--- config.mk ---
export PLATFORM = sky130hd
export DESIGN_NAME = i2c_mem_slave
export DESIGN_NICKNAME = d
export VERILOG_FILES = /design/src/rtl/i2c_mem_slave_pkg.sv /design/src/rtl/i2c_bus_sync.sv /design/src/rtl/i2c_mem_slave.sv
export SDC_FILE = /design/constraint.sdc
export NUM_CORES = 1
export LEC_CHECK = 0
export ABC_AREA = 1
export BUFFER_PORTS_ARGS = -buffer_cell sky130_fd_sc_hd__buf_2
export CORE_ASPECT_RATIO = 1.2
export CORE_UTILIZATION = 55
export DETAILED_ROUTE_END_ITERATION = 10
export PLACE_DENSITY = 0.84
export SYNTH_ARGS = -nofsm -noshare
export SYNTH_HDL_FRONTEND = slang
export SYNTH_SLANG_ARGS = --single-unit
--- constraint.sdc ---
create_clock -name clk -period 3.5 [get_ports clk]
set_clock_uncertainty 0.1 [all_clocks]
set_input_delay 0.35 -clock clk [delete_from_list [all_inputs] [get_ports clk]]
set_output_delay 0.35 -clock clk [all_outputs]
set_load 0.05 [all_outputs]
--- src/rtl/i2c_mem_slave_pkg.sv ---
// Shared definitions for the I2C memory slave: FSM states, bus constants and default geometry.
package i2c_mem_slave_pkg;

  localparam int unsigned DATAWIDTH        = 8;
  localparam int unsigned ADDRWIDTH        = 4;
  localparam logic [6:0]  DEV_ADDR_DEFAULT = 7'h50;

  localparam logic I2C_ACK  = 1'b0;
  localparam logic I2C_NACK = 1'b1;

  typedef enum logic [3:0] {
    S_IDLE,
    S_DEV_ADDR,
    S_DEV_ACK,
    S_MEM_ADDR,
    S_ADDR_ACK,
    S_WR_DATA,
    S_WR_ACK,
    S_RD_DATA,
    S_RD_ACK,
    S_IGNORE
  } i2c_slv_state_t;

endpackage

--- src/rtl/i2c_bus_sync.sv ---
// SCL/SDA synchronizers, optional majority glitch filter (I2C_SLV_GLITCH_FILTER_EN),
// and SCL edge / START / STOP detection on the resynchronized lines.
module i2c_bus_sync (
  input  logic clk,
  input  logic reset_n,
  input  logic scl_in,
  input  logic sda_in,
  output logic scl_rise,
  output logic scl_fall,
  output logic sda_s,
  output logic start_det,
  output logic stop_det
);

  logic [1:0] scl_sync_q;
  logic [1:0] sda_sync_q;
  logic       scl_s;
  logic       scl_prev_q;
  logic       sda_prev_q;

  // Reset to the idle-bus level so leaving reset creates no false edge.
  always_ff @(posedge clk or negedge reset_n) begin
    if (!reset_n) begin
      scl_sync_q <= 2'b11;
      sda_sync_q <= 2'b11;
    end else begin
      scl_sync_q <= {scl_sync_q[0], scl_in};
      sda_sync_q <= {sda_sync_q[0], sda_in};
    end
  end

`ifdef I2C_SLV_GLITCH_FILTER_EN
  logic [1:0] scl_hist_q;
  logic [1:0] sda_hist_q;
  logic       scl_filt_q;
  logic       sda_filt_q;

  // 2-of-3 vote over the current and two previous samples drops single-clock pulses.
  always_ff @(posedge clk or negedge reset_n) begin
    if (!reset_n) begin
      scl_hist_q <= 2'b11;
      sda_hist_q <= 2'b11;
      scl_filt_q <= 1'b1;
      sda_filt_q <= 1'b1;
    end else begin
      scl_hist_q <= {scl_hist_q[0], scl_sync_q[1]};
      sda_hist_q <= {sda_hist_q[0], sda_sync_q[1]};
      scl_filt_q <= (scl_sync_q[1] & scl_hist_q[0]) | (scl_sync_q[1] & scl_hist_q[1]) |
                    (scl_hist_q[0] & scl_hist_q[1]);
      sda_filt_q <= (sda_sync_q[1] & sda_hist_q[0]) | (sda_sync_q[1] & sda_hist_q[1]) |
                    (sda_hist_q[0] & sda_hist_q[1]);
    end
  end

  assign scl_s = scl_filt_q;
  assign sda_s = sda_filt_q;
`else
  assign scl_s = scl_sync_q[1];
  assign sda_s = sda_sync_q[1];
`endif

  always_ff @(posedge clk or negedge reset_n) begin
    if (!reset_n) begin
      scl_prev_q <= 1'b1;
      sda_prev_q <= 1'b1;
    end else begin
      scl_prev_q <= scl_s;
      sda_prev_q <= sda_s;
    end
  end

  assign scl_rise  = scl_s & ~scl_prev_q;
  assign scl_fall  = ~scl_s & scl_prev_q;
  assign start_det = scl_s & scl_prev_q & sda_prev_q & ~sda_s;
  assign stop_det  = scl_s & scl_prev_q & ~sda_prev_q & sda_s;

endmodule

--- src/rtl/i2c_mem_slave.sv ---
// I2C slave that turns bus frames into memory write strobes and read fetches.
// Build option: define I2C_SLV_GLITCH_FILTER_EN to add the SCL/SDA majority filter.
module i2c_mem_slave #(
  parameter int unsigned DATAWIDTH = i2c_mem_slave_pkg::DATAWIDTH,
  parameter int unsigned ADDRWIDTH = i2c_mem_slave_pkg::ADDRWIDTH,
  parameter logic [6:0]  DEV_ADDR  = i2c_mem_slave_pkg::DEV_ADDR_DEFAULT
) (
  input  logic                 clk,
  input  logic                 reset_n,
  input  logic                 scl_in,
  input  logic                 sda_in,
  output logic                 sda_oe,
  output logic                 mem_wr_en_in,
  output logic [ADDRWIDTH-1:0] mem_addr_in,
  output logic [DATAWIDTH-1:0] mem_data_in,
  input  logic [DATAWIDTH-1:0] mem_rd_data,
  output logic                 busy
);
  import i2c_mem_slave_pkg::*;

  logic scl_rise, scl_fall, sda_s, start_det, stop_det;

  i2c_bus_sync u_sync (
    .clk       (clk),
    .reset_n   (reset_n),
    .scl_in    (scl_in),
    .sda_in    (sda_in),
    .scl_rise  (scl_rise),
    .scl_fall  (scl_fall),
    .sda_s     (sda_s),
    .start_det (start_det),
    .stop_det  (stop_det)
  );

  i2c_slv_state_t       state_q, state_d;
  logic [3:0]           bit_cnt_q, bit_cnt_d;
  logic [7:0]           shift_q, shift_d;
  logic                 rw_q, rw_d;
  logic                 mack_q, mack_d;
  logic                 sda_oe_q, sda_oe_d;
  logic                 wr_en_q, wr_en_d;
  logic [ADDRWIDTH-1:0] addr_q, addr_d;
  logic [DATAWIDTH-1:0] data_q, data_d;
  logic                 busy_q, busy_d;
  logic                 load_rd;
  logic [7:0]           byte_in;

  assign byte_in = {shift_q[6:0], sda_s};

  // bit_cnt counts sampled bits; 8 means the byte is complete and the ACK slot is next.
  always_comb begin
    state_d   = state_q;
    bit_cnt_d = bit_cnt_q;
    shift_d   = shift_q;
    rw_d      = rw_q;
    mack_d    = mack_q;
    sda_oe_d  = sda_oe_q;
    wr_en_d   = 1'b0;
    addr_d    = wr_en_q ? ADDRWIDTH'(addr_q + 1'b1) : addr_q;
    data_d    = data_q;
    busy_d    = busy_q;
    load_rd   = 1'b0;

    if (stop_det) begin
      state_d   = S_IDLE;
      sda_oe_d  = 1'b0;
      busy_d    = 1'b0;
      bit_cnt_d = 4'd0;
    end else if (start_det) begin
      state_d   = S_DEV_ADDR;
      sda_oe_d  = 1'b0;
      busy_d    = 1'b1;
      bit_cnt_d = 4'd0;
    end else begin
      case (state_q)
        S_DEV_ADDR, S_MEM_ADDR, S_WR_DATA: begin
          if (scl_rise && bit_cnt_q != 4'd8) begin
            shift_d   = byte_in;
            bit_cnt_d = 4'(bit_cnt_q + 4'd1);
            if (bit_cnt_q == 4'd7 && state_q == S_MEM_ADDR) addr_d = ADDRWIDTH'(byte_in);
            if (bit_cnt_q == 4'd7 && state_q == S_WR_DATA) begin
              wr_en_d = 1'b1;
              data_d  = DATAWIDTH'(byte_in);
            end
          end else if (scl_fall && bit_cnt_q == 4'd8) begin
            bit_cnt_d = 4'd0;
            sda_oe_d  = 1'b1;
            if (state_q == S_MEM_ADDR) state_d = S_ADDR_ACK;
            else if (state_q == S_WR_DATA) state_d = S_WR_ACK;
            else if (shift_q[7:1] == DEV_ADDR) begin
              state_d = S_DEV_ACK;
              rw_d    = shift_q[0];
            end else begin
              state_d  = S_IGNORE;
              sda_oe_d = 1'b0;
            end
          end
        end
        S_DEV_ACK, S_ADDR_ACK, S_WR_ACK: begin
          if (scl_fall) begin
            sda_oe_d  = 1'b0;
            bit_cnt_d = 4'd0;
            if (state_q == S_DEV_ACK && rw_q) load_rd = 1'b1;
            else if (state_q == S_DEV_ACK) state_d = S_MEM_ADDR;
            else state_d = S_WR_DATA;
          end
        end
        S_RD_DATA: begin
          if (scl_rise && bit_cnt_q != 4'd8) begin
            bit_cnt_d = 4'(bit_cnt_q + 4'd1);
          end else if (scl_fall && bit_cnt_q == 4'd8) begin
            state_d   = S_RD_ACK;
            sda_oe_d  = 1'b0;
            bit_cnt_d = 4'd0;
          end else if (scl_fall && bit_cnt_q != 4'd0) begin
            shift_d  = {shift_q[6:0], 1'b0};
            sda_oe_d = ~shift_q[6];
          end
        end
        S_RD_ACK: begin
          if (scl_rise) mack_d = sda_s;
          else if (scl_fall) begin
            if (mack_q == I2C_ACK) load_rd = 1'b1;
            else begin
              state_d  = S_IGNORE;
              sda_oe_d = 1'b0;
            end
          end
        end
        S_IGNORE: sda_oe_d = 1'b0;
        default: ;
      endcase

      // Fetch the next read byte and present its MSB on the same edge that ends the ACK slot.
      if (load_rd) begin
        state_d  = S_RD_DATA;
        shift_d  = 8'(mem_rd_data);
        sda_oe_d = ~mem_rd_data[DATAWIDTH-1];
        addr_d   = ADDRWIDTH'(addr_q + 1'b1);
      end
    end
  end

  always_ff @(posedge clk or negedge reset_n) begin
    if (!reset_n) begin
      state_q   <= S_IDLE;
      bit_cnt_q <= 4'd0;
      shift_q   <= 8'd0;
      rw_q      <= 1'b0;
      mack_q    <= I2C_NACK;
      sda_oe_q  <= 1'b0;
      wr_en_q   <= 1'b0;
      addr_q    <= '0;
      data_q    <= '0;
      busy_q    <= 1'b0;
    end else begin
      state_q   <= state_d;
      bit_cnt_q <= bit_cnt_d;
      shift_q   <= shift_d;
      rw_q      <= rw_d;
      mack_q    <= mack_d;
      sda_oe_q  <= sda_oe_d;
      wr_en_q   <= wr_en_d;
      addr_q    <= addr_d;
      data_q    <= data_d;
      busy_q    <= busy_d;
    end
  end

  assign sda_oe       = sda_oe_q;
  assign mem_wr_en_in = wr_en_q;
  assign mem_addr_in  = addr_q;
  assign mem_data_in  = data_q;
  assign busy         = busy_q;

endmodule

**Word level (Yosys, flattened, before mapping)**

Cells that the tools add are included.

- Output and inout bits: 15
- Register bits: 39
- Bits of input ports: 12

- Equal/unequal tests: 29
- Bitwise operators: 18
- Multiplexer cells: 67
- Reductions and logical operators: 22
- Add/sub/neg operators: 2

Operators with widths:

| operator | number |
|---|---|
| $mux 4 | 27 |
| $ne 5x5->1 const B | 9 |
| $mux 8 | 5 |
| $mux 1 | 29 |
| $eq 4x3->1 const B | 5 |
| $pmux 4 s4 | 1 |
| $pmux 8 s2 | 1 |
| $eq 4x4->1 const B | 3 |
| $ne 3x3->1 const B | 4 |
| $not 1->1 | 11 |
| $reduce_and 10->1 | 1 |
| $reduce_and 9->1 | 1 |
| $add 4x1->4 const B | 2 |
| $eq 4x2->1 const B | 2 |
| $ne 4x4->1 const B | 2 |
| $pmux 4 s2 | 1 |
| $reduce_and 8->1 | 1 |
| $reduce_bool 4->1 | 2 |
| $reduce_bool 8->1 | 1 |
| $and 1x1->1 | 7 |
| $eq 7x7->1 const B | 1 |
| $reduce_and 7->1 | 1 |
| $reduce_bool 7->1 | 1 |
| $logic_and 1x1->1 | 6 |
| other kinds (13) | 14 |

**Depth between registers and ports, before layout**

Gate-level depths: netlist (run 1).

- Word-level depth: 10
- Mapped depth: 12

**By module**

Synthesis (run 1) repeated with hierarchy kept, for this count alone.

- Cell total of the unflattened synthesis: 327
- Area, all modules: 2,393.5 um^2

Modules (own cells, without submodules):

| module | area each (um^2) | instances | cells an instance | seq. area each (um^2) |
|---|---|---|---|---|
| i2c_mem_slave | 2,194.6 | 1 | 310 | 827.0 |
| i2c_bus_sync | 198.9 | 1 | 17 | 157.7 |

**Least setup slack after synthesis (run 1)**

No wires, ideal clock.

- Kind: register to register
- Start point: register bit_cnt_q[0]
- End point: register shift_q[6]
- Setup slack: 1.759 ns
- Cell stages (with the launch flop): 12
- Required time: 3.274 ns
- Library setup time: 0.126 ns
- Data arrival time: 1.515 ns
- Cell sequence: dfrtp_1 -> inv_1 -> ha_1 -> nand3_1 -> inv_1 -> nor2_4 -> inv_1 -> nand2_1 -> o211ai_2 -> nand2_2 -> buf_4 -> o21ai_0

- Cells in the longest elaborated chain, start to end: 4
- Elaborated cells between the ends (all ways): 11

RTL lines:

| what | line | source |
|---|---|---|
| from (decl) | i2c_mem_slave.sv:36 | `logic [3:0] bit_cnt_q, bit_cnt_d;` |
| from (signal assigned) | i2c_mem_slave.sv:158 | `bit_cnt_q <= bit_cnt_d;` |
| $eq 4x4->1 (tied with other cells) | i2c_mem_slave.sv:111 | `end else if (scl_fall && bit_cnt_q == 4'd8) begin` |
| $logic_and 1x1->1 (on tied branches) | -- |  |
| $ne 3x3->1 (no source line) | -- |  |
| $reduce_and 7->1 (no source line) * | -- |  |
| to (signal assigned) | i2c_mem_slave.sv:159 | `shift_q <= shift_d;` |
| to (decl) | i2c_mem_slave.sv:37 | `logic [7:0] shift_q, shift_d;` |

Every way passes the cells marked *; elsewhere a longest branch is shown, timed or not.
A chain may end at the register's enable or synchronous reset.

**Worst setup path in the final report (run 1)**

- Start point: register bit_cnt_q[0]
- End point: register data_q[1] (netlist: mem_data_in[1])

- Cells in the longest elaborated chain, start to end: 3
- Elaborated cells between the ends (all ways): 5

RTL lines:

| what | line | source |
|---|---|---|
| $ne 4x4->1 or $eq 4x3->1 (tied branches) | i2c_mem_slave.sv:77, i2c_mem_slave.sv:81 |  |
| $logic_and 1x1->1 (on tied branches) | i2c_mem_slave.sv:77, i2c_mem_slave.sv:81 |  |
| $reduce_and 5->1 (no source line) * | -- |  |
| to (signal assigned) | i2c_mem_slave.sv:165 | `data_q <= data_d;` |
| to (decl) | i2c_mem_slave.sv:43 | `logic [DATAWIDTH-1:0] data_q, data_d;` |

Marked as above.

==> qor.txt, run 1 <==
status - finished clean
Post-Synth XOR/XNOR Area - 1.58%
Detailed Route Iter0 Violations - 174
Max Cap Viol - 0
Final Routed Wirelength - 5260 µm
worst skew pair latency - 0.30 ns
Mapped Avg Cell Area - 7.39 µm²
Yosys warnings - 0
via/cell ratio - 5.47
Critical Path End Type - flip-flop
worst min-delay path class - in -> async
Starting Density - 59.2%
Synth Flop Type - dfrtp_1
post-synthesis compound-gate area fraction - 13.7%
DRT antenna net count - 0
grt total ovfl - 0
Leakage Power - 1.30 nW
Ports - 27
largest family of logic cells by synthesized area - simple AND/OR/NAND/NOR gates
CP cell instances - inv_1 > ha_1 > nand3_1 > inv_1 > nor2_4 > nand3_1 > o21ai_0
PortBufs - 26
drc violations - 0
setup bufs post-CTS - 0
TritonCTS Buffers - 5
HPWL after DPL - 3880 µm
Final WS setup - 1.36 ns
RSZ-0062 raised after global routing - no
Worst setup SP type - flip-flop
n_diodes - 0
Synth Register Bits - 39
DIE AREA - 4300 µm²
reg2reg start - bit_cnt_q[0]
TritonCTS clock tree - built
final setup fails - 0
Setup TNS - 0 ns
Worst R2R Setup Slack - 1.36 ns
root buffer selected by CTS - clkbuf_8
largest net degree at the start of global routing - 40
CP peak stage delay - 0.42 ns
CTS Sinks - 39
DR WL/cell - 13.8 µm
Slew @ Worst Pin - 0.842 ns
Worst Path Max Fanout - 16
Final Wtd Congestion - 1.00
maximum vdd drop - 401 µV
post-synthesis cell count - 301
Adder-Cell Fraction of Synth Area - 1.69%
total power - 1.96 mW
via count - 2091
Pre-Repair DR Iteration Count - 5
Die W - 60.0 µm
Layout area overhead - 12.1%
Final period util - 61.1%
EDFF count, synth - 0
global-route wire length before repair - 8940 µm
Die H - 71.7 µm
max-slew violation count - 0
Arr. time, crit path - 2.24 ns
share of cells above drive strength 1 - 16.4%
worst flop-to-flop path endpoint - mem_data_in[1]
Post-Syn Area - 2220 µm²
reg2reg path depth - 7
# rows - 24
Post-Route Utilization - 66.4%
CP max-delay cell - dfrtp_1
Seq/Total Area, Yosys - 44.3%
Tmin final - 2.14 ns
CTS H-tree lvls - 2
nets@finish - 344
Max Root-Sink Buffers - 2
Core Area - 3750 µm²
syn_nets - 316
post-synthesis mux area share - 0%
Hold Violations, Final - 0
Reg clk slew, reported paths - 0.08 ns
Synth Area in Simple Gates - 31.9%
Post-CTS Resized - 0
share of flip-flops with an asynchronous set or reset - 100%
WP data required - 3.60 ns
GRT Util Overall - 28.1%
Peak Freq - 467 MHz
kind of critical path - reg -> reg
Slew HR - 43.9%
vias in the first global route - 1945
initial antenna violation count - 0
cts hold-fix bufs - 0
pre-CTS WS - 1.41 ns
Pwr per Cell Area - 786 nW/µm²
library cells used by synthesis - 31
through the flow:
stage / hold slack (ns) / area [µm²] / cells
after floorplan: -0.0456 / 2220 / 301
after global placement: 0.248 / 2390 / 374
after detailed placement: 0.249 / 2390 / 374
after CTS: 0.0410 / 2490 / 382
after global routing: 0.0398 / 2490 / 382
final: 0.0457 / 2490 / 382
critical path: cells and delay by family, from the launching register on:
family / cells / cell delay (ns)
AND/OR/NAND/NOR: 3 / 0.74
flip-flops: 1 / 0.42
AO/OA/AOI/OAI: 1 / 0.39
adder cells (fa/ha/maj): 1 / 0.23
buffers and inverters: 2 / 0.15
worst max-delay path by stage:
stage	from	to	slack, ns	cells past startpoint
2_1_floorplan	bit_cnt_q[0]	shift_q[6]	1.76	11
3_3_place_gp	bit_cnt_q[0]	mem_data_in[2]	1.50	7
3_5_place_dp	bit_cnt_q[0]	mem_data_in[1]	1.41	7
4_1_cts	bit_cnt_q[0]	mem_data_in[1]	1.40	7
5_1_grt	bit_cnt_q[0]	mem_data_in[1]	1.07	7
6_report	bit_cnt_q[0]	mem_data_in[1]	1.36	7
report_power, final:
| part | switching (mW) | total [mW] | internal, mW |
|---|---|---|---|
| sequential | 0.107 | 0.667 | 0.560 |
| clock | 0.167 | 0.346 | 0.179 |
| combinational | 0.653 | 0.945 | 0.291 |
synth_stat cells, types with 2 or more instances:
cell type	number	area, µm²
nor2_1	29	109
nand4_1	5	31.3
o21ai_1	6	30.0
buf_4	3	22.5
nand3_1	27	135
o211ai_1	4	30.0
inv_2	2	7.51
xor2_1	3	26.3
a21oi_1	8	40.0
nand3_2	2	20.0
ha_1	3	37.5
dfrtp_1	32	801
nor3_1	2	10.0
nand2_2	2	12.5
nand2_1	96	360
dfstp_2	7	184
o21ai_0	25	125
a31oi_1	2	12.5
inv_1	31	116
cells in the final DEF (no fill, tap or decap), types with 3 or more instances in the layout:
| master | instances |
|---|---|
| nand2_1 | 96 |
| buf_2 | 26 |
| nor2_1 | 29 |
| ha_1 | 3 |
| nand3_1 | 27 |
| o211ai_1 | 4 |
| dfstp_2 | 7 |
| o21ai_0 | 25 |
| inv_1 | 31 |
| dfrtp_1 | 32 |
| xor2_1 | 3 |
| a21oi_1 | 8 |
| nand4_1 | 5 |
| o21ai_1 | 6 |
| clkbuf_8 | 7 |
flip-flops by register name (all words and copies together), names as in the netlist, 2 cells and up:
| signal | cells |
|---|---|
| mem_data_in | 8 |
| shift_q | 8 |
| bit_cnt_q | 4 |
| mem_addr_in | 4 |
| state_q | 4 |
| u_sync.scl_sync_q | 2 |
| u_sync.sda_sync_q | 2 |
kinds of logic after synthesis:
group / Yosys count
xor gates and xnor gates: 4
AOI/OAI and AO/OA: 50
DFF: 39
buffers and inverters: 38
adders and majority gates: 3
and+or+nand+nor: 167
per-layer routing:
layer / track usage [%] / part of all wire, % / routed length (µm)
met1: 37.6 / 43 / 2240
met2: 43.5 / 48 / 2520
met3: 4.51 / 7.0 / 368
met4: 14.5 / 2.5 / 133
met5: 0 / 0 / 0
cell type report:
cell class                 count  area (µm²)
clock buffer                   7        96.3
clock inverter                 1        7.51
fill                         321        1260
inverter                      33         124
multi-input combinational    224        1080
sequential                    39         985
tap                           52        65.1
timing repair buffer          26         130
Note: power is estimated with default switching activity, not from simulation.
==> run 2: changes to the inputs <==
- CORE_UTILIZATION: 55 -> 52
- PLACE_DENSITY: 0.84 -> 0.83
- clock period: 3.5 -> 1.9 ns (I/O delays scaled with it)
==> run 2 against run 1 <==
Final cell count grew 6.0%. Largest power group unchanged. Flip-flop and latch count did not move. Sequential share of layout area decreased by 3.3 points. Routed wire length rose by 3.9%. Global-route usage fell by 1.4 points. Count of clock-buffer cells in the layout fell by 2. Critical endpoint is now shift_q[6]. Die area up 5.6%. Fmax up 15%. First-iteration DRC count is 38% lower.
==> qor.txt, run 2 (synthesis results as in run 1) <==
Reg clk slew, reported paths - 0.08 ns
Slew @ Worst Pin - 0.465 ns
Worst Path Max Fanout - 8
Leakage Power - 1.41 nW
Max Cap Viol - 0
met2 wire len - 2780 µm
Max Root-Sink Buffers - 2
Tmin final - 1.86 ns
Hold Violations, Final - 0
CP peak stage delay - 0.41 ns
Worst setup SP type - flip-flop
CTS Sinks - 39
most common cell after layout, fill and taps aside - nand2_1
Die H - 73.6 µm
Pre-Repair DR Iteration Count - 4
Critical Path End Type - flip-flop
share of cells above drive strength 1 - 23.6%
final setup fails - 0
Layout area overhead - 22.4%
crit-path leading delay family - simple AND/OR/NAND/NOR gates
Detailed Route Iter0 Violations - 108
Worst Hold Margin - 0.108 ns
Filler Cell Count - 353
grt total ovfl - 0
via/cell ratio - 5.33
worst min-delay path class - in -> reg
via count - 2158
Final period util - 98.0%
n_diodes - 0
largest net degree at the start of global routing - 40
WP buf/inv - 3
Post-Route Utilization - 68.0%
initial antenna violation count - 0
met3 WL - 248 µm
worst skew pair latency - 0.30 ns
PortBufs - 26
kind of critical path - reg -> reg
Final Routed Wirelength - 5470 µm
vias in the first global route - 1954
Ports - 27
Arr. time, crit path - 1.98 ns
CP cell instances - inv_1 > ha_1 > nand3_2 > inv_1 > nor2_4 > inv_2 > nand2_1 > o211ai_4 > nand2_4 > nand2_1 > o21ai_0
TritonCTS Buffers - 5
Core Area - 4000 µm²
Starting Density - 55.5%
DR WL/cell - 13.5 µm
CP max-delay cell - dfrtp_1
WP data required - 2.02 ns
Top Metal Used - met4
# rows - 25
Pwr per Cell Area - 1390 nW/µm²
DRT antenna net count - 0
CTS H-tree lvls - 2
GRT Util Overall - 26.7%
Die W - 61.7 µm
maximum vdd drop - 789 µV
HPWL after DPL - 4020 µm
most frequent cells in the layout - nand2_1 (93), dfrtp_1 (32), inv_1 (30)
multi-input logic area - 1160 µm²
Peak Freq - 537 MHz
nets@finish - 365
global-route wire length before repair - 8640 µm
TritonCTS clock tree - built
Final Wtd Congestion - 0.925
storage element area - 985 µm²
DIE AREA - 4540 µm²
root buffer selected by CTS - clkbuf_8
WL met1 - 2260 µm
Slew HR - 69.0%
drc violations - 0
status - finished clean
max-slew violation count - 0
==> run 2: metal layers <==
metal	up-vias	GRT usage [%]
li1	1075	-
met1	990	32.9
met2	65	43.5
met3	28	6.16
met4	0	12.6
met5	-	0
==> run 2: final timing paths <==
kind | end | cells past startpoint | startpoint | slack [ns]
min reg2reg | u_sync.scl_sync_q[1] | 0 | u_sync.scl_sync_q[0] | 0.26
max reg2reg | shift_q[6] | 11 | bit_cnt_q[1] | 0.04
max | shift_q[6] | 11 | bit_cnt_q[1] | 0.04
min | shift_q[1] | 5 | mem_rd_data[1] | 0.11
min in group asynchronous | mem_addr_in[3] | 3 | reset_n | 0.37
max in group asynchronous | u_sync.scl_sync_q[0] | 3 | reset_n | 0.97
==> run 2: cell type report <==
type | count | area share [%]
clock inverter | 3 | 0.736
multi-input combinational | 225 | 42.5
clock buffer | 5 | 2.53
timing repair buffer | 46 | 11.0
tap | 54 | 2.48
sequential | 39 | 36.2
inverter | 33 | 4.55
==> run 2: timing repair <==
action                                 in CTS  in global routing
buffers inserted                            0                  2
gates resized for setup                     2                 14
setup endpoints to repair                   2                 15
pin swaps                                   0                  4
hold buffers                                3                  0
gates cloned                                0                  1
endpoints found under the hold margin      34                  0
==> run 2: worst reg2reg max path, stage by stage (launching register included) <==
cell and delay (ns):
dfrtp_1 0.41, inv_1 0.06, ha_1 0.22, nand3_2 0.12, inv_1 0.09, nor2_4 0.21
inv_2 0.07, nand2_1 0.10, o211ai_4 0.11, nand2_4 0.14, nand2_1 0.07, o21ai_0 0.08
==> run 2: where the power goes <==
group          total, mW  switching (mW)  leakage, nW  internal, mW
Combinational       2.00            1.31        0.868         0.688
Clock              0.565           0.310       0.0402         0.255
Sequential          1.21           0.180        0.501          1.03
==> run 2: stage by stage <==
step	setup TNS (ns)	std cells	setup slack (ns)	total power, mW	cell area, µm²
3_5_place_dp	-0.0342	391	-0.0342	3.05	2520
5_1_grt	-0.307	405	-0.0564	4.06	2720
2_1_floorplan	0	301	0.159	2.58	2220
4_1_cts	0	402	0.0632	3.64	2650
3_3_place_gp	0	391	0.00892	3.00	2520
6_report	0	405	0.0383	3.77	2720
